File: config.mk
export PLATFORM = sky130hd
export DESIGN_NAME = mem_port_arbiter
export DESIGN_NICKNAME = d
export VERILOG_FILES = /design/src/rtl/mem_port_arbiter_pkg.sv /design/src/rtl/mem_port_arbiter_rr_pick2.sv /design/src/rtl/mem_port_arbiter.sv
export SDC_FILE = /design/constraint.sdc
export NUM_CORES = 1
export LEC_CHECK = 0
export ABC_AREA = 1
export CAP_MARGIN = 20
export CELL_PAD_IN_SITES_DETAIL_PLACEMENT = 1
export CELL_PAD_IN_SITES_GLOBAL_PLACEMENT = 1
export CORE_MARGIN = 3
export CORE_UTILIZATION = 28
export CTS_CLUSTER_DIAMETER = 60
export DETAILED_ROUTE_END_ITERATION = 8
export PLACE_DENSITY_LB_ADDON = 0.1
export SETUP_SLACK_MARGIN = 0.3
export SLEW_MARGIN = 20
export SYNTH_ARGS = -nofsm -noshare
export SYNTH_HDL_FRONTEND = slang
export SYNTH_HIERARCHICAL = 1
export SYNTH_SLANG_ARGS = --single-unit
File: constraint.sdc
create_clock -name CLK -period 3.05 [get_ports CLK]
set_input_delay 0.305 -clock CLK [delete_from_list [all_inputs] [get_ports CLK]]
set_output_delay 0.305 -clock CLK [all_outputs]
set_load 0.03 [all_outputs]
File: src/rtl/mem_port_arbiter_pkg.sv
// rtl/mem_port_arbiter_pkg.sv - shared definitions for the memory port arbiter
package mem_port_arbiter_pkg;

    localparam int ADDR_W_DEF = 26;
    localparam int DATA_W_DEF = 32;

    typedef enum logic [1:0] {
        IDLE   = 2'd0,
        ACCESS = 2'd1,
        RESP   = 2'd2
    } arb_state_t;

endpackage

File: src/rtl/mem_port_arbiter_rr_pick2.sv
// rtl/mem_port_arbiter_rr_pick2.sv - two-way round-robin winner selector
module rr_pick2 (
    input  logic [1:0] req,
    input  logic       last,
    output logic       winner,
    output logic       valid
);

    // A lone requester always wins; on a tie the side not served last wins.
    always_comb begin
        valid  = |req;
        winner = 1'b0;
        if (req == 2'b11) begin
            winner = ~last;
        end else begin
            winner = req[1];
        end
    end

endmodule

File: src/rtl/mem_port_arbiter.sv
// rtl/mem_port_arbiter.sv - round-robin arbiter and sequencer for the shared memory port
module mem_port_arbiter
    import mem_port_arbiter_pkg::*;
#(
    parameter int ADDR_W = ADDR_W_DEF,
    parameter int DATA_W = DATA_W_DEF,
    parameter int LAT    = 2
) (
    input  logic              CLK,
    input  logic              RST,
    input  logic              REQ0,
    input  logic              REQ1,
    input  logic              WE0,
    input  logic              WE1,
    input  logic [ADDR_W-1:0] ADDR0,
    input  logic [ADDR_W-1:0] ADDR1,
    input  logic [DATA_W-1:0] WDATA0,
    input  logic [DATA_W-1:0] WDATA1,
    output logic              GNT0,
    output logic              GNT1,
    output logic              ACK0,
    output logic              ACK1,
    output logic [DATA_W-1:0] RDATA,
    output logic              MEM_READ,
    output logic              MEM_WRITE,
    output logic [ADDR_W-1:0] MEM_ADDR,
    output logic [DATA_W-1:0] MEM_WDATA,
    input  logic [DATA_W-1:0] MEM_RDATA
);

    // Counter counts the remaining strobe cycles; LAT is limited to 1..15.
    localparam logic [3:0] CNT_INIT = 4'(LAT - 1);

    arb_state_t        state_q, state_d;
    logic [3:0]        cnt_q, cnt_d;
    logic              last_q, last_d;
    logic              owner_q, owner_d;

    logic              gnt0_d, gnt1_d, ack0_d, ack1_d;
    logic              rd_d, wr_d;
    logic [ADDR_W-1:0] addr_d;
    logic [DATA_W-1:0] wdata_d, rdata_d;

    logic              pick_winner, pick_valid;
    logic              sel_we;
    logic [ADDR_W-1:0] sel_addr;
    logic [DATA_W-1:0] sel_wdata;

    rr_pick2 u_pick (
        .req    ({REQ1, REQ0}),
        .last   (last_q),
        .winner (pick_winner),
        .valid  (pick_valid)
    );

    assign sel_we    = pick_winner ? WE1    : WE0;
    assign sel_addr  = pick_winner ? ADDR1  : ADDR0;
    assign sel_wdata = pick_winner ? WDATA1 : WDATA0;

    // Next state and next values of every registered output.
    always_comb begin
        state_d = state_q;
        cnt_d   = cnt_q;
        last_d  = last_q;
        owner_d = owner_q;
        gnt0_d  = GNT0;
        gnt1_d  = GNT1;
        ack0_d  = 1'b0;
        ack1_d  = 1'b0;
        rd_d    = MEM_READ;
        wr_d    = MEM_WRITE;
        addr_d  = MEM_ADDR;
        wdata_d = MEM_WDATA;
        rdata_d = RDATA;
        case (state_q)
            IDLE: begin
                if (pick_valid) begin
                    state_d = ACCESS;
                    cnt_d   = CNT_INIT;
                    owner_d = pick_winner;
                    gnt0_d  = ~pick_winner;
                    gnt1_d  = pick_winner;
                    rd_d    = ~sel_we;
                    wr_d    = sel_we;
                    addr_d  = sel_addr;
                    wdata_d = sel_wdata;
                end
            end
            ACCESS: begin
                if (cnt_q == 4'd0) begin
                    state_d = RESP;
                    rd_d    = 1'b0;
                    wr_d    = 1'b0;
                    ack0_d  = ~owner_q;
                    ack1_d  = owner_q;
                    if (MEM_READ) begin
                        rdata_d = MEM_RDATA;
                    end
                end else begin
                    cnt_d = cnt_q - 4'd1;
                end
            end
            RESP: begin
                state_d = IDLE;
                gnt0_d  = 1'b0;
                gnt1_d  = 1'b0;
                last_d  = owner_q;
            end
            default: begin
                state_d = IDLE;
                gnt0_d  = 1'b0;
                gnt1_d  = 1'b0;
                rd_d    = 1'b0;
                wr_d    = 1'b0;
            end
        endcase
    end

    // State and output registers; reset aborts any transaction in flight.
    always_ff @(posedge CLK) begin
        if (RST) begin
            state_q   <= IDLE;
            cnt_q     <= 4'd0;
            last_q    <= 1'b1;
            owner_q   <= 1'b0;
            GNT0      <= 1'b0;
            GNT1      <= 1'b0;
            ACK0      <= 1'b0;
            ACK1      <= 1'b0;
            MEM_READ  <= 1'b0;
            MEM_WRITE <= 1'b0;
            MEM_ADDR  <= '0;
            MEM_WDATA <= '0;
            RDATA     <= '0;
        end else begin
            state_q   <= state_d;
            cnt_q     <= cnt_d;
            last_q    <= last_d;
            owner_q   <= owner_d;
            GNT0      <= gnt0_d;
            GNT1      <= gnt1_d;
            ACK0      <= ack0_d;
            ACK1      <= ack1_d;
            MEM_READ  <= rd_d;
            MEM_WRITE <= wr_d;
            MEM_ADDR  <= addr_d;
            MEM_WDATA <= wdata_d;
            RDATA     <= rdata_d;
        end
    end

endmodule

==> results of run 1 <==
-- cell usage in the layout (no fill, tap or decap), types with 6 or more instances in the layout --
| master | Yosys | final |
|---|---|---|
| clkdlybuf4s50_1 | 0 | 248 |
| nand2_1 | 188 | 188 |
| dfxtp_1 | 104 | 104 |
| nor2_1 | 71 | 71 |
| a21oi_1 | 69 | 68 |
| inv_1 | 67 | 67 |
| o21ai_0 | 46 | 46 |
| o21bai_1 | 32 | 32 |
| o21ai_1 | 16 | 16 |
| clkbuf_16 | 0 | 9 |
| buf_4 | 11 | 6 |
-- final cells by class --
cell class,instances,area [µm²]
multi-input combinational,437,2011
clock inverter,7,96.34
inverter,72,275.3
sequential,104,2082
tap,216,270.3
fill,1983,8488
timing repair buffer,256,2552
clock buffer,9,225.2
-- flip-flops by register name, indices dropped and copies added, names as in the netlist, 2 cells and up --
| name | count |
|---|---|
| MEM_WDATA | 32 |
| cnt_q | 4 |
| state_q | 2 |
| MEM_ADDR | 26 |
| RDATA | 32 |
-- metrics by stage --
stage                     cells  util, %  hold WS (ns)  power, µW  cell area [µm²]
after floorplan             655        -        0.4132       2242             4616
after global placement     1085    44.94        0.4461       2744             7191
after detailed placement   1085    44.94        0.4527       2777             7191
after CTS                  1101    46.95        0.4645       4039             7512
after global routing       1101    46.95        0.4831       4202             7512
final                      1101    46.95        0.4604       3970             7512
-- where the power goes --
part / internal [µW] / switching (µW)
sequential: 1480 / 73.0
combinational: 513 / 661
clock: 721 / 518
-- worst register-to-register path, cell delays in order (launching register included) --
cell	delay [ns]
dfxtp_1	0.32
inv_1	0.13
ha_1	0.16
nand2_1	0.10
inv_2	0.11
nand3_4	0.31
inv_4	0.41
nor2_1	0.09
nor2_1	0.13
-- kinds of logic after synthesis --
kind of cell / after synthesis / synth area share [%]
DFF: 104 / 45.11
AOI/OAI and AO/OA: 164 / 19.60
and+or+nand+nor: 271 / 23.18
buffers and inverters: 114 / 11.57
adders and majority gates: 2 / 0.5421
-- layer usage --
metal  wire length [µm]  vias to the layer above
met3               1067                        9
met1               6634                     2215
met4                155                        0
met5                  0                        -
li1                   -                     2493
met2               8040                      148
-- how the worst min path moves through the flow --
stage                        from       endpoint  slack, ns  cells past startpoint
floorplan                 owner_q           ACK0       0.41                      1
global placement          owner_q           ACK0       0.45                      1
detailed placement        owner_q           ACK0       0.45                      1
CTS                       owner_q           ACK0       0.46                      1
global route        MEM_WDATA[17]  MEM_WDATA[17]       0.48                      2
finish                    owner_q           ACK0       0.46                      1
==> results.sh, run 1 <==
export IMPL_fin_crit_sh_pct=64.44
export IMPL_synthesis_nets=811
export IMPL_synth_area_leaders="dfxtp_1 (45%), nand2_1 (15%), a21oi_1 (7.5%)"
export IMPL_dieArea_um2=18060
export IMPL_worstHoldPathType="reg2reg"
export IMPL_yosysSeqAreaShare_pct=45.11
export IMPL_htree_levels=3
export IMPL_fin_ws_ns=1.085
export IMPL_clock_latency_ns=0.35
export IMPL_cap_violations=0
export IMPL_worstPathRequired_ns=3.33
export IMPL_slew_viol_final=0
export IMPL_critPathKind="in2reg"
export IMPL_finalHoldViolations=0
export IMPL_first_iter_violations=151
export IMPL_cp_depth=7
export IMPL_regToRegSetupSlack_ns=1.23
export IMPL_fin_crit_ns=1.965
export IMPL_rsz0062_at_grt="no"
export IMPL_vias_per_cell=4.419
export IMPL_wl_per_cell_um=14.44
export IMPL_core_rowCount=46
export IMPL_rr_endpoint="RDATA[30]"
export IMPL_wirelength_mm=15.90
export IMPL_ys_types=23
export IMPL_cts_sinks=104
export IMPL_fin_setup_tns_ns=0
export IMPL_synthArstFlopShare_pct=0
export IMPL_holdBufCountCts=0
export IMPL_slowest_delay_ns=0.46
export IMPL_crit_path_end="MEM_ADDR[3]"
export IMPL_cellPowerDensity_nw_per_um2=528.5
export IMPL_fin_skew_ns=0.006439
export IMPL_start_util_pct=28.85
export IMPL_status="finished clean"
export IMPL_post_cts_buffers=0
export IMPL_overflow=0
export IMPL_synth_edf_count=0
export IMPL_crit_path_start_kind="input pin"
export IMPL_cts_tree="yes"
export IMPL_grt_pass1_vias=5119
export IMPL_core_um2=16000
export IMPL_fp_dieH_um=134.4
export IMPL_max_freq_mhz=508.8
export IMPL_drive_above_1_share_pct=3.842
export IMPL_syn_avg_cell_area_um2=7.047
export IMPL_syn_inst=655
export IMPL_finalSetupViolations=0
export IMPL_worstMarginPinSlew_ns=0.9107
export IMPL_ioPinCount=250
export IMPL_yosys_warnings=6
export IMPL_path_buf_inv=3
export IMPL_cp_top_family="buffers and inverters"
export IMPL_yosys_area_top_type="dfxtp_1"
export IMPL_vias=4865
export IMPL_setup_worst_path_start="REQ0"
export IMPL_synth_cell_area_um2=4616
export IMPL_met3_usage_pct=5.101
export IMPL_cpMostUsedCell="buf_4"
export IMPL_place_hpwl_mm=12.18
export IMPL_clock_path_buffers=2
export IMPL_grt_use_met1_pct=20.11
export IMPL_end_kind="flop"
export IMPL_power_leakage_uw=0.002982
export IMPL_track_usage_pct=17.46
export IMPL_gp_congestion=0.7519
export IMPL_cts_made_buffers=9
export IMPL_worstPathArrival_ns=2.24
export IMPL_synth_most_common_cell="nand2_1"
export IMPL_ys_seq_elements=104
export IMPL_ant_nets=0
export IMPL_grt_pass1_wl_mm=25.41
export IMPL_rr_worst_depth=8
export IMPL_synthFlopType="dfxtp_1"
export IMPL_dp_slack_ns=0.7302
export IMPL_cp_slowest_cell="clkdlybuf4s50_1"
export IMPL_clock_root_buffer="clkbuf_16"
export IMPL_n_antenna_cell=0
export IMPL_antenna_found_initial=0
export IMPL_r2r_start="cnt_q[0]"
export IMPL_grt_max_degree=62
export IMPL_cts_resized_gates=0
export IMPL_grt_busiest_layer="met2"
export IMPL_netlist_area_leader_share_pct=45.11
export IMPL_io_buffer_count=249
export IMPL_relSlewSlack_pct=39.29
export IMPL_first_pass_iters=4
export IMPL_peakVddDrop_mv=0.2781
export IMPL_synthTopCellsByCount="nand2_1 (188), dfxtp_1 (104), nor2_1 (71)"
export IMPL_grtUsageMet2_pct=31.56
export IMPL_clk_pin_slew_worst_paths_ns=0.07
export IMPL_synthToLayoutAreaGrowth_pct=62.75
export IMPL_fin_nets=1036
export IMPL_cp_max_fo=32
export IMPL_drc=0
export IMPL_die_x_um=134.4
export IMPL_crit_chain="clkdlybuf4s50_1, or2_1, nand3_4, buf_4, buf_4, nand2_1, a21oi_1"
No activity file was read; power rests on OpenSTA's default activity.
==> run 2: changes to the inputs <==
--- a/config.mk
+++ b/config.mk
@@ -10,7 +10,7 @@
 export CELL_PAD_IN_SITES_DETAIL_PLACEMENT = 1
 export CELL_PAD_IN_SITES_GLOBAL_PLACEMENT = 1
 export CORE_MARGIN = 3
-export CORE_UTILIZATION = 28
+export CORE_UTILIZATION = 24
 export CTS_CLUSTER_DIAMETER = 60
 export DETAILED_ROUTE_END_ITERATION = 8
 export PLACE_DENSITY_LB_ADDON = 0.1
==> constraint.sdc (replaced) <==
create_clock -name CLK -period 1.73 [get_ports CLK]
set_input_delay 0.173 -clock CLK [delete_from_list [all_inputs] [get_ports CLK]]
set_output_delay 0.173 -clock CLK [all_outputs]
set_load 0.03 [all_outputs]
==> results.sh, run 2 (same netlist as run 1, synthesis figures left out) <==
export IMPL_grt_pass1_wl_mm=25.69
export IMPL_fin_crit_ns=1.450
export IMPL_comb_power_share_pct=31.3
export IMPL_power_net_switching_uw=2287
export IMPL_drc=0
export IMPL_core_um2=18830
export IMPL_layout_commonest_cell="nand2_1"
export IMPL_reg_largest_list="MEM_WDATA: 32 flops, RDATA: 32 flops, MEM_ADDR: 26 flops"
export IMPL_first_iter_violations=154
export IMPL_vias=5067
export IMPL_fp_dieH_um=144.7
export IMPL_holdBufCountCts=0
export IMPL_power_frac_seq_pct=39.0
export IMPL_fin_skew_ns=0.006844
export IMPL_fin_setup_tns_ns=0
export IMPL_die_x_um=144.7
export IMPL_dp_slack_ns=-0.02988
export IMPL_cpMostUsedCell="nor2_1"
export IMPL_cellPowerDensity_nw_per_um2=886.3
export IMPL_peakVddDrop_mv=0.5068
export IMPL_cap_violations=0
export IMPL_worstPathArrival_ns=1.71
export IMPL_start_util_pct=24.51
export IMPL_cts_sinks=104
export IMPL_synthToLayoutAreaGrowth_pct=71.59
export IMPL_path_buf_inv=3
export IMPL_worstMarginPinSlew_ns=0.4399
export IMPL_register_area_um2=2087
export IMPL_cp_slowest_cell="clkdlybuf4s50_1"
export IMPL_clock_root_buffer="clkbuf_16"
export IMPL_wirelength_mm=17.46
export IMPL_finalSetupViolations=0
export IMPL_place_hpwl_mm=12.51
export IMPL_ioPinCount=250
export IMPL_dieArea_um2=20930
export IMPL_io_buffer_count=249
export IMPL_fin_ws_ns=0.2802
export IMPL_status="finished clean"
export IMPL_clock_path_buffers=2
export IMPL_power_leakage_uw=0.003601
export IMPL_gp_congestion=0.7442
export IMPL_slowest_delay_ns=0.43
export IMPL_crit_path_start_kind="input pin"
export IMPL_crit_chain="clkdlybuf4s50_1, or2_1, nand3_4, inv_4, buf_12, nor2_1, nand2_1, nor2_1"
export IMPL_switching_share_pct=32.58
export IMPL_clock_latency_ns=0.35
export IMPL_cts_tree="yes"
export IMPL_end_kind="flop"
export IMPL_antenna_found_initial=0
export IMPL_fillers=2279
export IMPL_cts_made_buffers=9
export IMPL_design_area_um2=7920
export IMPL_worstPathRequired_ns=1.99
export IMPL_intPower_uw=4732
export IMPL_first_pass_iters=4
export IMPL_ant_nets=0
export IMPL_cp_top_family="simple AND/OR/NAND/NOR gates"
export IMPL_core_rowCount=50
export IMPL_total_power_uw=7019
export IMPL_overflow=0
export IMPL_worstHoldPathType="in2reg"
export IMPL_vias_per_cell=4.327
export IMPL_htree_levels=3
export IMPL_grt_max_degree=66
export IMPL_timing_hold_ws_ns=0.2861
export IMPL_grt_pass1_vias=5188
export IMPL_finalHoldViolations=0
export IMPL_multiInputGateArea_um2=2085
export IMPL_n_antenna_cell=0
export IMPL_clkPwrFrac_pct=29.7
export IMPL_relSlewSlack_pct=70.67
export IMPL_slew_viol_final=0
export IMPL_fin_nets=1062
export IMPL_cp_max_fo=22
export IMPL_max_freq_mhz=689.7
export IMPL_fin_crit_sh_pct=83.80
export IMPL_clk_pin_slew_worst_paths_ns=0.07
export IMPL_drive_above_1_share_pct=8.013
export IMPL_wl_per_cell_um=14.91
export IMPL_track_usage_pct=15.25
export IMPL_critPathKind="in2reg"
export IMPL_rsz0062_at_grt="yes"
export IMPL_placed_area_um2=7351
export IMPL_layout_common_cells="nand2_1 (187), clkdlybuf4s50_1 (152), dfxtp_1 (100), dlygate4sd2_1 (96), nor2_1 (69)"
==> run 2: worst paths after layout <==
path                             endpoint  slack (ns)  cells after the start  startpoint
worst max-delay path             cnt_q[3]        0.28                      8        REQ1
worst min-delay path             cnt_q[1]        0.29                      2         RST
worst min register to register       ACK0        0.45                      1     owner_q
worst max register to register  RDATA[10]        0.36                      9    cnt_q[1]
==> run 2: per-stage QoR <==
step / cells / utilization [%]
final: 1171 / 42.06
after global placement: 1136 / 39.04
after detailed placement: 1136 / 39.04
after global routing: 1171 / 42.06
after CTS: 1159 / 40.58
after floorplan: 655 / -
==> run 2: cell type report <==
type,count,area share [%]
Clock buffer,12,3.112
Timing Repair Buffer,282,35.80
Inverter,72,3.633
Tap cell,260,4.107
Sequential cell,104,26.35
Clock inverter,4,0.6793
Multi-Input combinational cell,437,26.32
==> run 2: worst reg2reg max path, cell delays in order (launching register included) <==
cell       delay, ns
dfxtp_2         0.33
inv_2           0.07
ha_4            0.14
nand2_4         0.06
inv_4           0.06
nand3_4         0.08
buf_12          0.17
clkbuf_16       0.16
o21bai_1        0.14
nor2_1          0.05
==> run 2: power by group through the flow <==
stage	Clock (µW)	Combinational, µW	Sequential, µW
floorplan	0	783	3170
global placement	0	2150	2790
detailed placement	0	2190	2800
CTS	2180	2100	2740
global route	2280	2400	2770
finish	2080	2200	2740
==> run 2: per-layer routing <==
metal	part of all wire (%)	global-route usage, %	vias up
met3	6.9	4.535	14
met1	43	18.67	2358
met5	0	0	-
met2	49	26.16	154
met4	1.1	4.075	0
li1	-	-	2541
==> run 2: repair_timing <==
action / in CTS / in global routing
cloned: 1 / 5
pin swaps: 1 / 8
gates resized for setup: 105 / 31
hold endpoints to repair: 0 / 0
buffers inserted: 6 / 7
setup endpoints to repair: 128 / 66
